File: src/rtl/pipelined_shifter.sv
// pipelined_shifter: pipelined barrel shifter (SHL/SHR/SRA/ROL/ROR) with sticky shifted-out flag
// and valid/ready handshakes; shift levels are spread evenly over STAGES registers.
module pipelined_shifter #(
    parameter int BITS = 32,
    parameter int SHIFT_BITS = $clog2(BITS) + 1,
    parameter int STAGES = 2
) (
    input  logic                  clk,
    input  logic                  clr,
    input  logic                  in_valid,
    output logic                  in_ready,
    input  logic [BITS-1:0]       in_data,
    input  logic [SHIFT_BITS-1:0] in_shift,
    input  logic [2:0]            in_op,
    output logic                  out_valid,
    input  logic                  out_ready,
    output logic [BITS-1:0]       out_data,
    output logic                  out_acc,
    output logic                  out_err
);
    localparam int DEPTH = $clog2(BITS);
    localparam int PER = (DEPTH + STAGES - 1) / STAGES;
    localparam logic [BITS-1:0] ONES = '1;
    localparam logic [2:0] SHL = 3'd0, SHR = 3'd1, SRA = 3'd2, ROL = 3'd3, ROR = 3'd4;

    logic adv;
    logic [BITS-1:0] pre_d;
    logic [DEPTH-1:0] pre_s;
    logic pre_a, pre_e;
    logic v_q [STAGES], v_n [STAGES];
    logic a_q [STAGES], a_n [STAGES];
    logic e_q [STAGES], e_n [STAGES];
    logic [BITS-1:0] d_q [STAGES], d_n [STAGES];
    logic [DEPTH-1:0] s_q [STAGES], s_n [STAGES];
    logic [2:0] o_q [STAGES], o_n [STAGES];

    assign adv = !out_valid || out_ready;
    assign in_ready = adv;
    assign out_valid = v_q[STAGES-1];
    assign out_data = d_q[STAGES-1];
    assign out_acc = a_q[STAGES-1];
    assign out_err = e_q[STAGES-1];

    // Illegal ops and out-of-range linear shifts are resolved up front, leaving a zero amount
    always_comb begin
        pre_e = in_op > ROR;
        pre_d = pre_e ? '0 : in_data;
        pre_s = pre_e ? '0 : in_shift[DEPTH-1:0];
        pre_a = 1'b0;
        if (!pre_e && |(in_shift >> DEPTH) && in_op <= SRA) begin
            pre_d = in_op == SRA ? {BITS{in_data[BITS-1]}} : '0;
            pre_s = '0;
            pre_a = |in_data;
        end
        for (int s = 0; s < STAGES; s++) begin
            v_n[s] = s == 0 ? in_valid : v_q[s == 0 ? 0 : s - 1];
            d_n[s] = s == 0 ? pre_d : d_q[s == 0 ? 0 : s - 1];
            s_n[s] = s == 0 ? pre_s : s_q[s == 0 ? 0 : s - 1];
            o_n[s] = s == 0 ? in_op : o_q[s == 0 ? 0 : s - 1];
            a_n[s] = s == 0 ? pre_a : a_q[s == 0 ? 0 : s - 1];
            e_n[s] = s == 0 ? pre_e : e_q[s == 0 ? 0 : s - 1];
            for (int j = 0; j < DEPTH; j++) begin
                if (j / PER == s && s_n[s][j]) begin
                    a_n[s] = a_n[s] | (o_n[s] == SHL ? |(d_n[s] & ~(ONES >> (1 << j))) :
                             (o_n[s] == SHR || o_n[s] == SRA) ? |(d_n[s] & ~(ONES << (1 << j))) : 1'b0);
                    d_n[s] = o_n[s] == SHL ? d_n[s] << (1 << j) :
                             o_n[s] == SHR ? d_n[s] >> (1 << j) :
                             o_n[s] == SRA ? (d_n[s] >> (1 << j)) | ({BITS{d_n[s][BITS-1]}} & ~(ONES >> (1 << j))) :
                             o_n[s] == ROL ? (d_n[s] << (1 << j)) | (d_n[s] >> (BITS - (1 << j))) :
                             (d_n[s] >> (1 << j)) | (d_n[s] << (BITS - (1 << j)));
                end
            end
        end
    end

    always_ff @(posedge clk or posedge clr) begin
        if (clr) begin
            for (int s = 0; s < STAGES; s++) begin
                v_q[s] <= 1'b0;
                a_q[s] <= 1'b0;
                e_q[s] <= 1'b0;
                d_q[s] <= '0;
                s_q[s] <= '0;
                o_q[s] <= '0;
            end
        end else if (adv) begin
            for (int s = 0; s < STAGES; s++) begin
                v_q[s] <= v_n[s];
                a_q[s] <= a_n[s];
                e_q[s] <= e_n[s];
                d_q[s] <= d_n[s];
                s_q[s] <= s_n[s];
                o_q[s] <= o_n[s];
            end
        end
    end
endmodule

File: config.mk
export PLATFORM = sky130hd
export DESIGN_NAME = pipelined_shifter
export DESIGN_NICKNAME = d
export VERILOG_FILES = /design/src/rtl/pipelined_shifter.sv
export SDC_FILE = /design/constraint.sdc
export NUM_CORES = 1
export LEC_CHECK = 0
export CORE_MARGIN = 1
export CORE_UTILIZATION = 60
export DETAILED_ROUTE_END_ITERATION = 10
export GPL_ROUTABILITY_DRIVEN = 0
export GPL_TIMING_DRIVEN = 0
export PLACE_DENSITY_LB_ADDON = 0.05
export SETUP_SLACK_MARGIN = 0.15
export SLEW_MARGIN = 15
export SYNTH_ARGS = -nofsm -noshare
export SYNTH_HDL_FRONTEND = slang
export SYNTH_SLANG_ARGS = --single-unit
export TNS_END_PERCENT = 20
File: constraint.sdc
create_clock -name clk -period 5.6 [get_ports clk]
set_input_delay 1.12 -clock clk [delete_from_list [all_inputs] [get_ports clk]]
set_output_delay 1.12 -clock clk [all_outputs]
set_load 0.03 [all_outputs]
## Word level (Yosys, flattened, before mapping)

Index checks and enable logic that the tools add are counted.

| storage, ports and cells | value |
|---|---|
| register bits after elaboration | 78 |
| latch bits | 0 |
| memory bits (writable) | 0 |
| bits in read-only memories | 0 |
| input bits | 45 |
| output and inout port bits | 36 |
| logic and storage cells | 100 |
| memories | 0 |

| operators by class | value |
|---|---|
| add/sub/neg operators | 0 |
| multiply operators | 0 |
| divide/modulo/power cells | 0 |
| magnitude comparators | 2 |
| equal/unequal tests | 6 |
| shift-type cells | 0 |
| mux-type cells | 45 |
| bitwise logic cells | 19 |
| reduce and logical (&&, ||, !) cells | 18 |

Operators with widths:

| cell | number |
|---|---|
| $mux W32 | 27 |
| $or A24 B32 Y32 | 2 |
| $or A28 B32 Y32 | 2 |
| $or A30 B32 Y32 | 2 |
| $or A31 B32 Y32 | 2 |
| $or A16 B32 Y32 | 1 |
| $or A32 B1 Y32 | 1 |
| $or A32 B16 Y32 | 1 |
| $or A32 B2 Y32 | 1 |
| $or A32 B4 Y32 | 1 |
| $or A32 B8 Y32 | 1 |
| $reduce_or A16 Y1 | 2 |
| $reduce_or A32 Y1 | 1 |
| $mux W1 | 16 |
| $reduce_or A8 Y1 | 2 |
| $eq A3 B2 Y1 const B | 4 |
| $mux W5 | 2 |
| $reduce_or A4 Y1 | 2 |
| $eq A3 B1 Y1 const B | 2 |
| $logic_not A3 Y1 | 2 |
| $or A1 B1 Y1 | 5 |
| $reduce_or A2 Y1 | 2 |
| $gt A3 B3 Y1 const B | 1 |
| $le A3 B2 Y1 const B | 1 |
| 3 further kinds | 7 |

## Depth between registers and ports, before layout

| logic depth | value |
|---|---|
| depth after elaboration | 23 |
| depth in mapped cells | 12 |
| mapped depth without buffers | 8 |

## Least setup slack after synthesis

OpenSTA, ideal clock, no wires.

| timing | value |
|---|---|
| kind | input to output |
| from | input out_ready |
| to | output in_ready |
| data arrival time | 2.182 ns |
| data required time | 4.480 ns |
| setup slack | 2.298 ns |
| stages | 5 |
| buffers on the path | 3 |
| cell sequence | nor2b_1 -> clkbuf_1 -> clkinv_1 -> clkbuf_1 -> buf_1 |

| on the way | value |
|---|---|
| longest elaborated chain between the ends | 1 |

RTL lines:

| item | line | text |
|---|---|---|
| start, declared | 16 | `input logic out_ready,` |
| $logic_or A1 B1 Y1 | 37 | `assign adv = !out_valid \|\| out_ready;` |
| end, declared | 11 | `output logic in_ready,` |

No other way between the ends.

## Worst setup path in the final report

Same ends and word-level chain as after synthesis.

==> results.md <==
- The run finished with clean final reports.
- The critical path is of the in -> out type.
- The total negative setup slack is 0 ns.
- Sorting the synthesized cells by area gives the leading types as sky130_fd_sc_hd__dfrtp_1 23%, sky130_fd_sc_hd__a21oi_1 8.0%, sky130_fd_sc_hd__mux2i_1 5.7%.
- The average instance area after synthesis is 7.16 sq um.
- The number of gates resized after CTS is 0.
- The static leakage is 3.80 nW.
- The count of state elements after synthesis is 75.
- After detailed routing, the number of vias per cell comes to 7.28.
- The post-synth net total is 1189.
- The capturing point of the worst reg2reg path is out_acc$_DFFE_PP0P_.
- After detailed routing, the total wire length is 33200 microns.
- The top fanout value on the critical path is 10.
- The number of global-route vias before repair is 9455.
- The sequential element share of the synthesized area is 0.229.
- TritonCTS built the clock tree.
- STA classifies the critical path endpoint as an output port.
- The dominant cell type by area after synthesis is sky130_fd_sc_hd__dfrtp_1.
- The number of antenna violations at the first check in global routing is 2.
- The destination of the worst hold path is out_valid$_DFFE_PP0P_.
- Across the routed clock network, the largest skew measured is 0.00606 ns.
- The die covers 0.0141 sq mm.
- In this run the remaining antenna-violating nets after routing total 0.
- The synthesized netlist occupies a cell area of 0.00819 sq mm.
- Of the cells placed in the final design, the portion with a size suffix greater than 1 is 0.118.
- The count of endpoints failing setup in the final report is 0.
- The H-tree depth reported by CTS is 3.
- The share of the synthesized area in the top cell type is 0.229.
- The count of endpoints failing hold in the final timing report came to 0.
- The portion of netlist area occupied by mux cells is 0.0615.
- The count of nets after finishing is 1281.
- VDD sags by at most 0.170 mV.
- The number of slew-limit violations in the final report is 0.
- The synthesized netlist cell count is 1144.
- The share of the synthesized area in compound gates (AO/OA/AOI/OAI) was 0.383.
- Among all flip-flop cells after synthesis, the most frequent one is sky130_fd_sc_hd__dfrtp_1.
- The number of buffers inserted by hold repair at cts is 0.
- The headroom to the max-slew limit is 0.500.
- Clock-pin slew was measured on the worst setup and hold paths at 0.06 ns.
- After layout, the minimum clock period comes to 5.06 ns.
- The path depth of the worst reg2reg path is 8.
- The number of cells on the worst hold path is 1.
- The worst hold path class is reg -> reg.
- The library cell used as clock root buffer is sky130_fd_sc_hd__clkbuf_16.
- The number of remaining DRC errors is 0.
- At the end of the flow the core is filled with cells to 0.720.
- The slew at the pin closest to its max-slew limit is 0.750 ns.
- The initial core utilization is 0.616.
- For the worst setup path, the data required time is 4.48 ns.
- The final clock period utilization by the worst path is 0.904.
- Entering global routing, the biggest net connects 47 pins.
- For this run the aggregate overflow at the end of global routing stands at 0.
- The fraction of the mapped netlist area in adder cells is 0.
- The wire length of the first global-routing pass is 51900 microns.
- The number of design-rule violations left by the first detailed-router iteration is 1973.
- The average detailed-routed wire length per instance is 23.4 microns.
- In this run the post-CTS setup repair buffer count came out at 0.
- The number of clock buffers added by TritonCTS is 9.
- The worst min-delay path startpoint is v_n[0]$_DFFE_PP0P_.
- The power density over the cells is 310 mW/mm^2.
- Of the total synthesized cell area, the portion taken by XOR and XNOR cells is 0.00199.
- Clock latency on the worst-skew pair, taken at its later pin, is 0.34 ns.
- The total number of vias is 10300.
- For this run, the top clock speed supported by timing is 0.198 GHz.
- STA classifies the critical path startpoint as an input pin.
- Of all flip-flops after synthesis, the portion carrying an async set or reset was 1.00.
- The maximum root-to-sink buffer count is 2.
- In this run the critical register-to-register path is launched from o_n[2]$_DFFE_PP0P_.
- The worst endpoint data arrival time is 3.94 ns.
- Setup repair after global routing left no endpoint under its margin.
- The first TritonRoute pass finished after 11 iterations.
- The floorplan step defined a core boundary enclosing 0.0133 sq mm.
- The count of max-cap constraint violations is 0.
- The synthesized design contains 0 enable-type register cells.
- The wire-length estimate of the detail-placed layout is 24400 microns.
- By area, the combinational part of the netlist is dominated by compound AO/OA/AOI/OAI gates.
- The setup check on the worst reg-to-reg path leaves a slack of 2.55 ns.
- The area share of and/or/nand/nor cells after synthesis is 0.212.
- The die span in y is 119 microns.
- Compared with the post-synthesis result, the final layout area differs by 16.8%.
- The number of top-level pins is 81.
- The number of buffers inserted by port buffering is 80.
- The number of warnings printed during yosys synthesis is 0.
- The total clock sinks is 75.
- The unique cell type count in the Yosys netlist is 88.
- The final-layout fill cell count is 1122.
- For this run, the total global-route usage over all layers was measured as 0.473.
- After floorplanning, the core was divided into 42 placement rows.
- The horizontal extent of the die is 119 microns.
logic make-up after synthesis:
family	Yosys count
AO/OA/AOI/OAI	478
AND/OR/NAND/NOR	367
buffers and inverters	173
flip-flops	75
multiplexers	50
XOR/XNOR	1
stage by stage:
step | total power, mW | cell area (sq um) | worst slack [ns] | hold slack, ns | std cells
finish | 2.96 | 9570 | 0.539 | 0.472 | 1418
global placement | 2.24 | 9210 | 0.592 | 0.451 | 1400
CTS | 2.89 | 9570 | 0.589 | 0.473 | 1417
global route | 3.09 | 9570 | 0.435 | 0.495 | 1418
detailed placement | 2.28 | 9240 | 0.583 | 0.455 | 1401
floorplan | 1.77 | 8190 | 2.30 | 0.430 | 1144
routing by layer:
| metal | vias to the layer above | wire length [microns] | share of wire | global-route usage |
|---|---|---|---|---|
| li1 | 4427 | - | - | - |
| met1 | 4609 | 11500 | 0.35 | 0.570 |
| met2 | 980 | 14300 | 0.43 | 0.719 |
| met3 | 301 | 4510 | 0.14 | 0.131 |
| met4 | 2 | 2860 | 0.086 | 0.354 |
| met5 | - | 13 | 0.00039 | 0 |
cell type report:
cell class	instances	area [sq um]	area share
sequential	75	1880	0.196
antenna	1	2.50	0.000261
timing repair buffer	81	828	0.0865
clock inverter	3	43.8	0.00458
multi-input combinational	896	5390	0.563
tap	176	220	0.0230
buffer	136	785	0.0820
clock buffer	13	280	0.0293
inverter	37	141	0.0148
worst max path at each step:
stage,start,endpoint,slack (ns),cells past startpoint
2_1_floorplan,out_ready,in_ready,2.30,5
3_3_place_gp,out_ready,in_ready,0.59,7
3_5_place_dp,out_ready,in_ready,0.58,7
4_1_cts,out_ready,in_ready,0.59,7
5_1_grt,out_ready,in_ready,0.44,7
6_report,out_ready,in_ready,0.54,7
Yosys cell counts, types with 13 or more instances:
cell	count
sky130_fd_sc_hd__a21oi_1	131
sky130_fd_sc_hd__a211oi_1	56
sky130_fd_sc_hd__mux2i_1	47
sky130_fd_sc_hd__a22oi_1	16
sky130_fd_sc_hd__dfrtp_1	75
sky130_fd_sc_hd__nor3_1	26
sky130_fd_sc_hd__o211ai_1	15
sky130_fd_sc_hd__o21ai_1	16
sky130_fd_sc_hd__buf_4	43
sky130_fd_sc_hd__o21ai_0	86
sky130_fd_sc_hd__buf_2	41
sky130_fd_sc_hd__a31oi_1	16
sky130_fd_sc_hd__nand2_1	125
sky130_fd_sc_hd__inv_1	33
sky130_fd_sc_hd__o22ai_1	33
sky130_fd_sc_hd__nand3_1	21
sky130_fd_sc_hd__clkbuf_1	38
sky130_fd_sc_hd__nor2b_1	13
sky130_fd_sc_hd__nor2_1	111
report_power, final:
| part | total [mW] | switching (mW) | internal [mW] | leakage [nW] |
|---|---|---|---|---|
| Clock | 0.616 | 0.223 | 0.393 | 0.162 |
| Combinational | 1.54 | 0.941 | 0.597 | 2.72 |
| Sequential | 0.811 | 0.135 | 0.676 | 0.912 |
cell usage in the layout (no fill, tap or decap), types with 13 or more instances in the layout:
cell | Yosys | final
sky130_fd_sc_hd__inv_1 | 33 | 32
sky130_fd_sc_hd__o211ai_1 | 15 | 15
sky130_fd_sc_hd__mux2i_1 | 47 | 47
sky130_fd_sc_hd__buf_2 | 41 | 41
sky130_fd_sc_hd__o22ai_1 | 33 | 33
sky130_fd_sc_hd__a31oi_1 | 16 | 16
sky130_fd_sc_hd__nand2_1 | 125 | 125
sky130_fd_sc_hd__nand3_1 | 21 | 21
sky130_fd_sc_hd__clkbuf_1 | 38 | 38
sky130_fd_sc_hd__a22oi_1 | 16 | 16
sky130_fd_sc_hd__nor2_1 | 111 | 111
sky130_fd_sc_hd__o21ai_0 | 86 | 86
sky130_fd_sc_hd__nor2b_1 | 13 | 13
sky130_fd_sc_hd__buf_4 | 43 | 43
sky130_fd_sc_hd__o21ai_1 | 16 | 16
sky130_fd_sc_hd__a21oi_1 | 131 | 131
sky130_fd_sc_hd__dfrtp_1 | 75 | 75
sky130_fd_sc_hd__clkdlybuf4s50_1 | 0 | 80
sky130_fd_sc_hd__a211oi_1 | 56 | 56
sky130_fd_sc_hd__nor3_1 | 26 | 26
flip-flops by register name, summed over array words and instances (netlist names):
signal     count
d_q           32
out_data      32
o_n            3
s_n            2
a_q            1
e_n            1
out_acc        1
out_err        1
out_valid      1
v_n            1
worst max-delay path, stage by stage:
cell and delay, ns:
sky130_fd_sc_hd__clkdlybuf4s50_1 0.45, sky130_fd_sc_hd__nor2b_1 0.04, sky130_fd_sc_hd__clkbuf_1 0.22, sky130_fd_sc_hd__clkinv_1 0.19, sky130_fd_sc_hd__clkbuf_1 0.53, sky130_fd_sc_hd__buf_1 0.59, sky130_fd_sc_hd__clkdlybuf4s50_1 0.80
No activity file was read; power rests on OpenSTA's default activity.
